File: config.mk
export PLATFORM = sky130hd
export DESIGN_NAME = vga_fb_arbiter
export DESIGN_NICKNAME = d
export VERILOG_FILES = /design/src/rtl/vga_fb_arbiter_pkg.sv /design/src/rtl/vga_fb_arbiter_rr_pick.sv /design/src/rtl/vga_fb_arbiter.sv
export SDC_FILE = /design/constraint.sdc
export NUM_CORES = 1
export LEC_CHECK = 0
export CAP_MARGIN = 10
export CORE_UTILIZATION = 63
export CTS_BUF_LIST = sky130_fd_sc_hd__clkbuf_4
export DETAILED_ROUTE_END_ITERATION = 10
export DONT_BUFFER_PORTS = 1
export PLACE_DENSITY = 0.79
export SLEW_MARGIN = 20
export SYNTH_ARGS = -nofsm -noshare
export SYNTH_HDL_FRONTEND = slang
export SYNTH_HIERARCHICAL = 1
export SYNTH_SLANG_ARGS = --single-unit
File: constraint.sdc
create_clock -name CLK -period 2.06 [get_ports CLK]
set_clock_uncertainty 0.15 [all_clocks]
set_input_delay 0.103 -clock CLK [delete_from_list [all_inputs] [get_ports CLK]]
set_output_delay 0.103 -clock CLK [all_outputs]
set_load 0.02 [all_outputs]
File: src/rtl/vga_fb_arbiter_pkg.sv
// Shared definitions for the VGA frame-buffer arbiter: default widths,
// the issued-operation encoding and the fixed read latency.
package vga_fb_pkg;

    localparam int unsigned ADDR_W_DEF   = 15;
    localparam int unsigned COLOUR_W_DEF = 12;
    localparam int unsigned RD_LATENCY   = 3;

    typedef enum logic [1:0] {
        OP_IDLE,
        OP_READ,
        OP_WRITE
    } op_e;

endpackage

File: src/rtl/vga_fb_arbiter_rr_pick.sv
// Combinational two-way round-robin picker: a lone eligible writer always
// wins; when both are eligible the one that did not win last time wins.
module fb_rr_pick (
    input  logic [1:0] eligible,
    input  logic       last,
    output logic       grant_valid,
    output logic       grant_idx
);

    // Pick the winner among the eligible writers
    always_comb begin
        grant_valid = |eligible;
        grant_idx   = 1'b0;
        if (&eligible) begin
            grant_idx = ~last;
        end else begin
            grant_idx = eligible[1];
        end
    end

endmodule

File: src/rtl/vga_fb_arbiter.sv
// Single-port frame-buffer controller: the VGA pixel fetch has absolute
// priority, two writers share the remaining RAM cycles round-robin.
// Optional macro VGA_FB_ARB_STATS_EN enables the saturating STALL_COUNT.
module vga_fb_arbiter
    import vga_fb_pkg::*;
#(
    parameter int unsigned ADDR_W        = ADDR_W_DEF,
    parameter int unsigned COLOUR_W      = COLOUR_W_DEF,
    parameter bit          WR_BLANK_ONLY = 1'b0
) (
    input  logic                CLK,
    input  logic                RESET,
    input  logic                RD_REQ,
    input  logic [ADDR_W-1:0]   RD_ADDR,
    output logic [COLOUR_W-1:0] RD_DATA,
    output logic                RD_VALID,
    input  logic                DISP_ACTIVE,
    input  logic [1:0]          WR_REQ,
    input  logic [ADDR_W-1:0]   WR_ADDR0,
    input  logic [ADDR_W-1:0]   WR_ADDR1,
    input  logic [COLOUR_W-1:0] WR_DATA0,
    input  logic [COLOUR_W-1:0] WR_DATA1,
    output logic [1:0]          WR_ACK,
    output logic [ADDR_W-1:0]   RAM_ADDR,
    output logic                RAM_WE,
    output logic [COLOUR_W-1:0] RAM_WDATA,
    input  logic [COLOUR_W-1:0] RAM_RDATA,
    output logic [15:0]         STALL_COUNT
);

    localparam int unsigned TAG_DEPTH = RD_LATENCY - 1;

    op_e                  op_q;
    op_e                  op_d;
    logic                 last_q;
    logic [1:0]           just_q;
    logic [1:0]           eligible;
    logic                 blank_ok;
    logic                 grant_valid;
    logic                 grant_idx;
    logic [TAG_DEPTH-1:0] rd_tag;

    // A writer is masked for the cycle after its grant so a request still
    // high during its ack cycle is not taken as a second write.
    assign blank_ok = !WR_BLANK_ONLY || !DISP_ACTIVE;
    assign eligible = WR_REQ & ~just_q & {2{blank_ok}};

    fb_rr_pick u_pick (
        .eligible    (eligible),
        .last        (last_q),
        .grant_valid (grant_valid),
        .grant_idx   (grant_idx)
    );

    // Next operation: read first, then any eligible writer, else idle
    always_comb begin
        op_d = OP_IDLE;
        if (RD_REQ) begin
            op_d = OP_READ;
        end else if (grant_valid) begin
            op_d = OP_WRITE;
        end
    end

    // Issued-op register plus round-robin pointer and one-cycle write mask
    always_ff @(posedge CLK or posedge RESET) begin
        if (RESET) begin
            op_q   <= OP_IDLE;
            last_q <= 1'b1;
            just_q <= '0;
        end else begin
            op_q   <= op_d;
            just_q <= '0;
            if (op_d == OP_WRITE) begin
                last_q <= grant_idx;
                just_q <= {grant_idx, ~grant_idx};
            end
        end
    end

    // Registered RAM port and write acknowledge
    always_ff @(posedge CLK or posedge RESET) begin
        if (RESET) begin
            RAM_ADDR  <= '0;
            RAM_WDATA <= '0;
            WR_ACK    <= '0;
        end else begin
            WR_ACK <= '0;
            case (op_d)
                OP_READ: begin
                    RAM_ADDR <= RD_ADDR;
                end
                OP_WRITE: begin
                    RAM_ADDR  <= grant_idx ? WR_ADDR1 : WR_ADDR0;
                    RAM_WDATA <= grant_idx ? WR_DATA1 : WR_DATA0;
                    WR_ACK    <= {grant_idx, ~grant_idx};
                end
                default: begin
                end
            endcase
        end
    end

    assign RAM_WE = (op_q == OP_WRITE);

    // Read tag pipeline: tag[0] marks RAM data valid this cycle, the last
    // stage drives RD_VALID alongside the captured pixel.
    always_ff @(posedge CLK or posedge RESET) begin
        if (RESET) begin
            rd_tag  <= '0;
            RD_DATA <= '0;
        end else begin
            rd_tag <= {rd_tag[TAG_DEPTH-2:0], (op_q == OP_READ)};
            if (rd_tag[0]) begin
                RD_DATA <= RAM_RDATA;
            end
        end
    end

    assign RD_VALID = rd_tag[TAG_DEPTH-1];

`ifdef VGA_FB_ARB_STATS_EN
    logic [15:0] stall_q;

    // Count cycles where a writer is waiting but no write is issued
    always_ff @(posedge CLK or posedge RESET) begin
        if (RESET) begin
            stall_q <= '0;
        end else if ((|WR_REQ) && (op_d != OP_WRITE) && (stall_q != '1)) begin
            stall_q <= stall_q + 16'd1;
        end
    end

    assign STALL_COUNT = stall_q;
`else
    assign STALL_COUNT = '0;
`endif

endmodule
* Word level (Yosys, flattened, before mapping)
Cells that the tools add are included.
Storage, ports and cells: bits of input ports 87, output and inout bits 59, logic and storage cells 25, register bits 46
Operators by class: reduce and logical (&&, ||, !) cells 3, mux-type cells 7, bitwise logic cells 4, eq/ne operators 4
Operator list (number):
- $pmux 15 s2 | 1
- $mux 15 | 1
- $mux 12 | 1
- $mux 2 | 3
- $eq 2x1->1 const B | 2
- $eq 2x2->1 const B | 2
- $and 2x2->2 | 1
- $not 1->1 | 2
- $not 2->2 | 1
- $reduce_and 2->1 | 1
- $reduce_bool 2->1 | 1
- $reduce_or 2->1 | 1
- $mux 1 | 1

* Logic depth before layout (Yosys ltp)
depth in word-level cells 7, mapped depth 9, gate-level depth less buffers 8

* Hierarchy
Netlist, hierarchy kept.
Modules (own cells, without submodules):
- vga_fb_arbiter | cells an instance 191, instances 1, area each 2194.6 um^2
- fb_rr_pick | cells an instance 2, instances 1, area each 13.8 um^2

* Worst setup path before layout
OpenSTA, ideal clock, no wires.
path kind register -> register, start register WR_ACK[1] (netlist name), end register RAM_ADDR[0], required time 1792 ps, data arrival time 1435 ps, stages on the path, launching flop included 8, path buffers 2, path slack 357 ps, cells stage by stage dfrtp_1 > nor2b_1 > a21boi_1 > buf_6 > buf_12 > mux2i_1 > a211oi_1 > a21o_1
RTL lines:
- to (signal assigned) | line vga_fb_arbiter.sv:94 | RAM_ADDR <= grant_idx ? WR_ADDR1 : WR_ADDR0;
- to (decl) | line vga_fb_arbiter.sv:24 | output logic [ADDR_W-1:0] RAM_ADDR,

==> reports/results.ini <==
[yosys]
syn_avg_cell_area_um2 = 11.44
synth-edff-count = 0
synth_area_um2 = 2208
seq_area_frac_synth_pct = 52.18
synth_common_cells = dfrtp_1 (45), buf_4 (18), mux2i_1 (18), o21ai_0 (18), nand2_1 (15)
ys_ff_latch = 46
postSynthCellCount = 193
synthMostInstantiatedCell = dfrtp_1
yosys.area.top_type = dfrtp_1
synth_top_area_share_pct = 50.99
synth_cell_types = 30
synth_area_leaders = dfrtp_1 (51%), mux2i_1 (8.2%), buf_4 (6.1%)
synth_ff_type = dfrtp_1
async_reset_ff_share_pct = 100.0
yosys_warnings = 6

[detailed_routing]
postRouteAntennaNets = 0
first_pass_iters = 4
wl_per_cell_um = 22.72
vias = 1938
drtIter0Drc = 183
drt_wl_total_mm = 7.362
drc = 0
viasPerCell = 5.981

[final_layout]
fill_cells = 95
drive_above_1_share_pct = 13.31
antennaDiodeCount = 0
syn_to_final_growth_pct = 41.53
final_cell_area_um2 = 3126
nNetsFinal = 364

[clocking]
cts_tree = built
cts_buffer_depth = 2
cts-root-buf = clkbuf_4
worst_skew_pair.late_latency_ns = 0.39
clk_pin_slew_ns = 0.15
numCtsBuffers = 5
htree_levels = 2
cts_setup_buffers = 0
cts_sinks = 46

[worst_setup_path]
reg2reg_from = WR_ACK[1]
cp.arrival_ns = 2.10
rrSetupSlack_ns = 0.07
crit_path_start = WR_ACK[1]
critPathKind = flop to flop
cp-start-kind = flop
end_kind = flop
path_cells = nor2b_1 > a21boi_4 > buf_4 > mux2i_1 > o21ai_0
critical_path.slowest_cell = dfrtp_1
critPathMaxFanout = 13
cp.required_ns = 2.17
slowest_delay_ns = 0.42

[placed_design]
dp_hpwl_mm = 3.175
gp_congestion = 0.7359
port_buffers = 0
placed_area_um2 = 2183

[timing]
max-slew-margin-rel_pct = 30.77
fmaxAchievable_mhz = 501.5
setup_tns_ns = 0
setup_viol = 0
period_share_pct = 96.79
drv_slew = 0
rsz0062_at_grt = no
worst_pin_slew_ns = 1.038
period_needed_ns = 1.994
finalHoldViolCount = 0
hold_slack_ns = 0.1596

[die]
die_x_um = 61.21
rows = 21
ioPinCount = 146
start_util_pct = 66.18
coreArea_um2 = 3337
die_h_um = 61.21
die_area_um2 = 3746

[grt]
grt_remaining_overflow = 0
grt_pass1_wl_mm = 10.22
antenna_found_initial = 0
grt_pass1_vias = 2063
grt_usage_pct = 40.27
grt_max_degree = 47

[power]
leakage_uw = 0.001431
p_total_uw = 2503
power_density_nw_per_um2 = 800.9
peakVddDrop_mv = 0.6973

[status]
outcome = finished clean

[worst_hold_path]
holdCritStartpoint = WR_REQ[1]
hold_path.class = primary input to flop

[flow_run]
maxCapViolations = 0

[routing by layer]
metal  share of wire (%)  vias to the layer above  global-route usage, %
met1                  33                      901                  43.40
met5                   0                        -                      0
met4                 5.7                        0                  26.30
met3                  11                       47                  13.45
met2                  50                      179                  67.70
li1                    -                      811                      -
[cell families after synthesis]
family	Yosys count	synth area share (%)
other	1	0.1698
AND/OR/NAND/NOR	34	7.705
multiplexers	30	14.28
buffers and inverters	32	10.42
AO/OA/AOI/OAI	50	15.24
flip-flops	46	52.18
[power breakdown]
part	total [µW]	switching (µW)	leakage (µW)	internal, µW
Sequential	1280	250	0.000553	1030
Combinational	514	256	0.000822	259
Clock	710	330	0.0000554	380
[state kept, by name (all words and copies together), names as in the netlist]
| name | cells |
|---|---|
| RAM_ADDR | 15 |
| RAM_WDATA | 12 |
| RD_DATA | 12 |
| WR_ACK | 2 |
| last_q | 1 |
| op_q | 2 |
| rd_tag | 2 |
[cell usage in the layout, fill, tap and decap left out, types with 7 or more instances in the layout]
master,instances
dlygate4sd3_1,82
dfrtp_1,45
mux2i_1,18
o21ai_0,18
conb_1,16
nand2_1,15
mux2_2,12
a22oi_1,12
nor2_1,7
[final timing paths]
kind,end,cells past startpoint
max,RAM_WDATA[1],5
min,last_q,5
max reg2reg,RAM_WDATA[1],5
min reg2reg,rd_tag[0],1
max in group asynchronous,RAM_WDATA[5],2
min in group asynchronous,RAM_ADDR[6],2
[stage by stage]
| step | util, % | cells | worst slack, ns |
|---|---|---|---|
| 3_3_place_gp | 65.43 | 233 | 0.3180 |
| 4_1_cts | 93.51 | 324 | 0.1303 |
| 3_5_place_dp | 65.43 | 233 | 0.2489 |
| 2_1_floorplan | - | 208 | 0.3569 |
| 5_1_grt | 93.66 | 324 | 0.01190 |
| 6_report | 93.66 | 324 | 0.06615 |
[critical path: cells and delay by family (launching register included)]
kind | cells | cell delay (ns)
compound gates | 2 | 0.47
buf+inv | 1 | 0.32
flops | 1 | 0.42
mux | 1 | 0.27
simple gates | 1 | 0.23
[repair_timing]
action | 4_1_cts | 5_1_grt
setup endpoints to repair | 0 | 23
resized for setup | 0 | 3
hold buffers | 83 | 0
hold endpoints to repair | 88 | 0
[final cells by class]
class / count / area (µm²) / area share, %
Sequential cell: 46 / 1152 / 36.87
Timing Repair Buffer: 90 / 898.4 / 28.74
Multi-Input combinational cell: 130 / 895.9 / 28.66
Clock inverter: 3 / 68.82 / 2.202
Tap cell: 46 / 57.56 / 1.841
Clock buffer: 5 / 37.54 / 1.201
Inverter: 4 / 15.01 / 0.4804
Note: power is estimated with default switching activity, not from simulation.
